[src/rtl/wasm_leb_reader_pkg.sv]
`default_nettype none
// ============================================================================
//  Module      : wasm_pkg
//  Description : Shared types and constants for the LEB128 u32 reader.
//  Revision    : 1.0 - initial release
// ============================================================================
package wasm_pkg;

    // Reader sequencing: wait for request, fetch bytes, present result
    typedef enum logic [1:0] {
        IDLE = 2'd0,
        READ = 2'd1,
        DONE = 2'd2
    } state_t;

    // A u32 needs at most ceil(32/7) = 5 LEB bytes
    localparam int             LEB_MAX_BYTES    = 5;
    localparam int             LEB_CONT_BIT     = 7;
    localparam logic [6:0]     LEB_PAYLOAD_MASK = 7'h7F;

endpackage : wasm_pkg
`default_nettype wire

[src/rtl/wasm_leb_reader_accum.sv]
`default_nettype none
// ============================================================================
//  Module      : wasm_leb_accum
//  Description : Combinational step of the LEB128 decoder. Merges one ROM
//                byte into the running accumulator and decides whether the
//                field ends here and whether it is malformed.
//                Optional macro WASM_SLEB_EN adds signed (SLEB128) decoding.
//  Revision    : 1.0 - initial release
// ============================================================================
module wasm_leb_accum
    import wasm_pkg::*;
#(
    parameter int MAX_BYTES = LEB_MAX_BYTES
) (
    input  logic [31:0] acc,
    input  logic [2:0]  count,
    input  logic [7:0]  data,
`ifdef WASM_SLEB_EN
    input  logic        is_signed,
`endif
    output logic [31:0] next_acc,
    output logic        finish,
    output logic        error
);

    logic [5:0]  w_shamt;
    logic [63:0] w_shifted;
    logic        w_cont;
    logic        w_last_slot;
    logic        w_ovf;

    // Payload lands at bit 7*count; anything pushed above bit 31 is overflow
    assign w_shamt     = {3'd0, count} * 6'd7;
    assign w_shifted   = {57'd0, data[6:0] & LEB_PAYLOAD_MASK} << w_shamt;
    assign w_cont      = data[LEB_CONT_BIT];
    assign w_last_slot = (int'(count) + 1) == MAX_BYTES;
    assign w_ovf       = |w_shifted[63:32];
    assign finish      = !w_cont || w_last_slot;

    // Value merge and error classification for this byte
    always_comb begin
        next_acc = acc | w_shifted[31:0];
        error    = w_cont && w_last_slot;
`ifdef WASM_SLEB_EN
        if (is_signed) begin
            if (count == 3'd4) begin
                // Bits [6:3] of the 5th byte are bit 31 plus its sign copies
                error = error || !((data[6:3] == 4'h0) || (data[6:3] == 4'hF));
            end else if (!w_cont && data[6]) begin
                next_acc = next_acc | (32'hFFFF_FFFF << (w_shamt + 6'd7));
            end
        end else begin
            error = error || w_ovf;
        end
`else
        error = error || w_ovf;
`endif
    end

endmodule : wasm_leb_accum
`default_nettype wire

[src/rtl/wasm_leb_reader.sv]
`default_nettype none
// ============================================================================
//  Module      : wasm_leb_reader
//  Description : Decodes one LEB128 u32 from byte-wide ROM starting at a
//                requested address; returns value, encoded length and the
//                address of the next unread byte.
//                Optional macro WASM_SLEB_EN adds the req_signed input.
//  Revision    : 1.0 - initial release
// ============================================================================
module wasm_leb_reader
    import wasm_pkg::*;
#(
    parameter int ADDR_W    = 32,
    parameter int MAX_BYTES = LEB_MAX_BYTES
) (
    input  logic              clk,
    input  logic              rst_n,
    input  logic              req_valid,
    output logic              req_ready,
    input  logic [ADDR_W-1:0] req_addr,
`ifdef WASM_SLEB_EN
    input  logic              req_signed,
`endif
    output logic [ADDR_W-1:0] rom_addr,
    output logic              rom_read_en,
    input  logic [7:0]        rom_data,
    input  logic              rom_ready,
    output logic              res_valid,
    input  logic              res_ready,
    output logic [31:0]       res_value,
    output logic [2:0]        res_len,
    output logic [ADDR_W-1:0] res_next_addr,
    output logic              res_error
);

    localparam logic [ADDR_W-1:0] c_addr_one = ADDR_W'(1);

    state_t      r_state;
    logic [31:0] r_acc;
    logic [2:0]  r_count;
    logic [31:0] w_next_acc;
    logic        w_finish;
    logic        w_error;
`ifdef WASM_SLEB_EN
    logic        r_signed;
`endif

    assign req_ready = (r_state == IDLE);

    wasm_leb_accum #(
        .MAX_BYTES (MAX_BYTES)
    ) u_accum (
        .acc       (r_acc),
        .count     (r_count),
        .data      (rom_data),
`ifdef WASM_SLEB_EN
        .is_signed (r_signed),
`endif
        .next_acc  (w_next_acc),
        .finish    (w_finish),
        .error     (w_error)
    );

    // Request / fetch / result sequencing with registered ROM and result ports
    always_ff @(posedge clk or negedge rst_n) begin
        if (!rst_n) begin
            r_state       <= IDLE;
            r_acc         <= 32'd0;
            r_count       <= 3'd0;
            rom_addr      <= '0;
            rom_read_en   <= 1'b0;
            res_valid     <= 1'b0;
            res_value     <= 32'd0;
            res_len       <= 3'd0;
            res_next_addr <= '0;
            res_error     <= 1'b0;
`ifdef WASM_SLEB_EN
            r_signed      <= 1'b0;
`endif
        end else begin
            case (r_state)
                IDLE: begin
                    if (req_valid) begin
                        rom_addr    <= req_addr;
                        rom_read_en <= 1'b1;
                        r_count     <= 3'd0;
                        r_acc       <= 32'd0;
`ifdef WASM_SLEB_EN
                        r_signed    <= req_signed;
`endif
                        r_state     <= READ;
                    end
                end
                READ: begin
                    // Address advances on every consumed byte, so the ROM
                    // never sees the same address requested twice in a row
                    if (rom_ready) begin
                        rom_addr <= rom_addr + c_addr_one;
                        if (w_finish) begin
                            rom_read_en   <= 1'b0;
                            res_value     <= w_next_acc;
                            res_len       <= r_count + 3'd1;
                            res_next_addr <= rom_addr + c_addr_one;
                            res_error     <= w_error;
                            res_valid     <= 1'b1;
                            r_state       <= DONE;
                        end else begin
                            r_acc   <= w_next_acc;
                            r_count <= r_count + 3'd1;
                        end
                    end
                end
                DONE: begin
                    if (res_ready) begin
                        res_valid <= 1'b0;
                        r_state   <= IDLE;
                    end
                end
                default: r_state <= IDLE;
            endcase
        end
    end

endmodule : wasm_leb_reader
`default_nettype wire

[config.mk]
export PLATFORM = sky130hd
export DESIGN_NAME = wasm_leb_reader
export DESIGN_NICKNAME = d
export VERILOG_FILES = /design/src/rtl/wasm_leb_reader_pkg.sv /design/src/rtl/wasm_leb_reader_accum.sv /design/src/rtl/wasm_leb_reader.sv
export SDC_FILE = /design/constraint.sdc
export NUM_CORES = 1
export LEC_CHECK = 0
export BUFFER_PORTS_ARGS = -buffer_cell sky130_fd_sc_hd__buf_2
export CORE_MARGIN = 2
export CORE_UTILIZATION = 49
export CTS_CLUSTER_DIAMETER = 50
export DETAILED_ROUTE_END_ITERATION = 10
export GPL_ROUTABILITY_DRIVEN = 0
export PLACE_DENSITY = 0.87
export SLEW_MARGIN = 20
export SYNTH_ARGS = -nofsm -noshare
export SYNTH_HDL_FRONTEND = slang
export SYNTH_SLANG_ARGS = --single-unit
[constraint.sdc]
create_clock -name clk -period 1.8 [get_ports clk]
set_input_delay 0.27 -clock clk [delete_from_list [all_inputs] [get_ports clk]]
set_output_delay 0.27 -clock clk [all_outputs]
set_load 0.005 [all_outputs]
==> run metrics <==
Bufs on Longest Clock Path=2; Reg2Reg Setup Slack=-210 ps; count leader, synth=dfrtp_1; pre-CTS WS=-137 ps; register share of total power=32.3%; top post-synthesis cells by area=dfrtp_1, nand2_1, o21ai_0; DR iter-0 viols=920; crit start category=register; maxcap violations=0; post-synthesis mux area share=0.961%; Clock Power Share=22.5%; hold_sp=res_ready; Non-Filler Instances=1,088; #FFs+latches synth=139; largest family of logic cells by synthesized area=compound AO/OA/AOI/OAI gates; Synth Area per Inst=9.59 sq um; Synth Area in Simple Gates=17.0%; Placeable Area=0.0132 sq mm; Pint=0.00983 W; share of the synthesized area in the top cell type=52.4%; die width=120 um; vias=6,599; Layout area overhead=36.5%; status=finished with violations; Net Sw Frac=39.9%; Synth Area in Compound Gates=21.1%; die height=120 um; worst skew pair latency=440 ps; worst hold path depth=2; final hold violation count=0; # placed instances=1,029; Root Driver=clkbuf_16; row count=42; count of clock tree sinks=139; drt pass-1 iters=6; port buffer count=147; DR WL/cell=19.9 um; share of layout cells above drive strength 1=35.8%; Critical Path End Type=register; Synth cell types=54; antenna violations before repair=2; max_slew headroom=60.9%; Leakage Power=4.23 nW; reg2reg end=res_value[7]$_DFFE_PN0P_; PD cells=1800 mW/mm^2; htree depth=4; grt total ovfl=0; number of global-route vias before repair=6,157; Max IR drop VDD=0.788 mV; EDFF count, synth=0; leading area contributor after synthesis=dfrtp_1; commonest cells in the synthesized netlist=dfrtp_1, nand2_1, o21ai_0; sw power=0.00652 W; RSZ-0062 raised after global routing=true; Max FO, Critical Path=24; post-synthesis sequential area ratio=52.4%; Total GRT Usage=28.0%; die area=0.0145 sq mm; XOR/XNOR Fraction of Synth Area=3.96%; clk_skew=11.0 ps; I/O pins=148; hpwl dp=12.7 mm; crit path DAT=2310 ps; total CTS buffers=17; asr flop ratio synth=100%; failing checks=negative setup slack; minimum clock period=2010 ps; cell count after synthesis=693; first-pass GRT wire length=31.8 mm; Comb pwr share=45.2%; via/cell ratio=6.07; Post-Synth Adder-Cell Area=0.565%; Post-Syn Area=0.00664 sq mm; reg2reg path depth=8; HP Class=in2reg; Ys Warns=0; CTS tree=yes; fin. max-slew vios=0; Worst Setup Slack, final=-215 ps; Most used DFF post-synth=dfrtp_1; syn nets=741; Post-DRT Antenna Nets=0; Hold Path Sink=r_state[1]$_DFFE_PN0P_; WL final=21.6 mm; fmax=0.496 GHz; reg2reg start=r_count[1]$_DFFE_PN0P_; final setup vio count=72; fin crit share=112%; Initial Util=50.2%; Worst-path clk slew=70 ps; net count reported at finish=946; final core utilization=68.5%; fillers=909; largest net degree at the start of global routing=49; Remaining DRCs=0; kind of critical path=reg2reg; Worst Max-Slew Pin Slew=587 ps; WP data required=2090 ps
## cells by family (layout without fill, tap and decap cells)
logic type,Yosys count,in the layout
multiplexers,6,6
XOR/XNOR,30,30
adder cells (fa/ha/maj),3,3
AO/OA/AOI/OAI,231,231
AND/OR/NAND/NOR,228,228
buffers and inverters,56,274
other,0,1
flip-flops,139,139
## layout make-up
cell class | instances | area (sq um) | share of cell area [%]
flip-flops and latches | 139 | 3480 | 38.4
repair buffers | 237 | 1590 | 17.5
clock buffers | 20 | 457 | 5.04
clock inverters | 12 | 161 | 1.78
diodes | 1 | 2.50 | 0.0276
inverters | 5 | 20.0 | 0.221
multi-input cells | 498 | 3130 | 34.5
well taps | 176 | 220 | 2.43
## metal layers
layer / vias to the layer above / track usage [%] / share of wire [%]
met1: 3238 / 35.3 / 39
met2: 365 / 45.0 / 49
met5: - / 0 / 0.051
li1: 2900 / - / -
met3: 94 / 7.26 / 7.6
met4: 2 / 13.2 / 4.4
## flip-flops by register name (all words and copies together), names as in the netlist
signal         cells
r_acc             32
r_count            3
r_state            2
res_error          1
res_len            3
res_next_addr     32
res_valid          1
res_value         32
rom_addr          32
rom_read_en        1
## worst max-delay path, stage by stage, from the launching register on
cell and delay, ps:
dfrtp_2 440, ha_4 170, nand2b_4 140, o211ai_1 350
nand4_4 180, buf_6 200, buf_16 160, nand2_1 100
o21ai_1 110
## through the flow
stage          total power (W)  cell area (sq um)  hold slack, ps  TNS (ps)
2_1_floorplan          0.00875               6680           -25.6         0
3_3_place_gp            0.0113               7940             239      -566
3_5_place_dp            0.0115               7940             238     -4590
4_1_cts                 0.0155               8770            58.9      -646
5_1_grt                 0.0172               9070            71.7    -12970
6_report                0.0163               9070            60.6     -7860
## power groups by stage
stage / clock [W] / combinational (W) / sequential (W)
2_1_floorplan: 0 / 0.00348 / 0.00527
3_3_place_gp: 0 / 0.00615 / 0.00514
3_5_place_dp: 0 / 0.00635 / 0.00520
4_1_cts: 0.00366 / 0.00665 / 0.00517
5_1_grt: 0.00382 / 0.00798 / 0.00541
6_report: 0.00367 / 0.00739 / 0.00529
## what timing repair did
action	4_1_cts	5_1_grt
gates resized for setup	13	65
hold buffers	1	0
setup endpoints to repair	82	121
hold endpoints to repair	43	0
cloned	2	1
setup buffers	15	7
pin swaps	4	20
## worst max path at each step
stage	to	cells after the start	slack (ps)	from
global route	res_value[7]$_DFFE_PN0P_	8	-250	r_count[1]$_DFFE_PN0P_
floorplan	res_next_addr[29]$_DFFE_PN0P_	5	20	rom_addr[5]$_DFFE_PN0P_
CTS	res_next_addr[1]$_DFFE_PN0P_	7	-50	r_count[0]$_DFFE_PN0P_
finish	res_value[7]$_DFFE_PN0P_	8	-210	r_count[1]$_DFFE_PN0P_
global placement	res_next_addr[15]$_DFFE_PN0P_	7	-40	r_count[1]$_DFFE_PN0P_
detailed placement	res_next_addr[11]$_DFFE_PN0P_	7	-140	r_count[1]$_DFFE_PN0P_
## cell usage in the layout (no fill, tap or decap), types with 4 or more instances in the layout
cell and instances:
a2bb2oi_2 4, a2bb2oi_1 9, xnor2_1 13, nor2_1 31
nand2_1 111, xor2_1 17, nand2b_1 5, o22a_1 6
nand4_1 9, buf_6 11, buf_4 70, a32o_1 19
buf_12 6, nor2b_1 5, a31oi_1 12, nor3_1 9
clkinv_4 4, inv_1 4, nand3_1 16, o21ai_1 27
buf_2 146, o21a_1 4, nand3_4 4, dfrtp_1 134
clkbuf_16 18, a21oi_2 5, a21oi_1 60, o22ai_1 13
dfrtp_2 5, o21ai_0 56
Power figures use the tool's default switching activity.
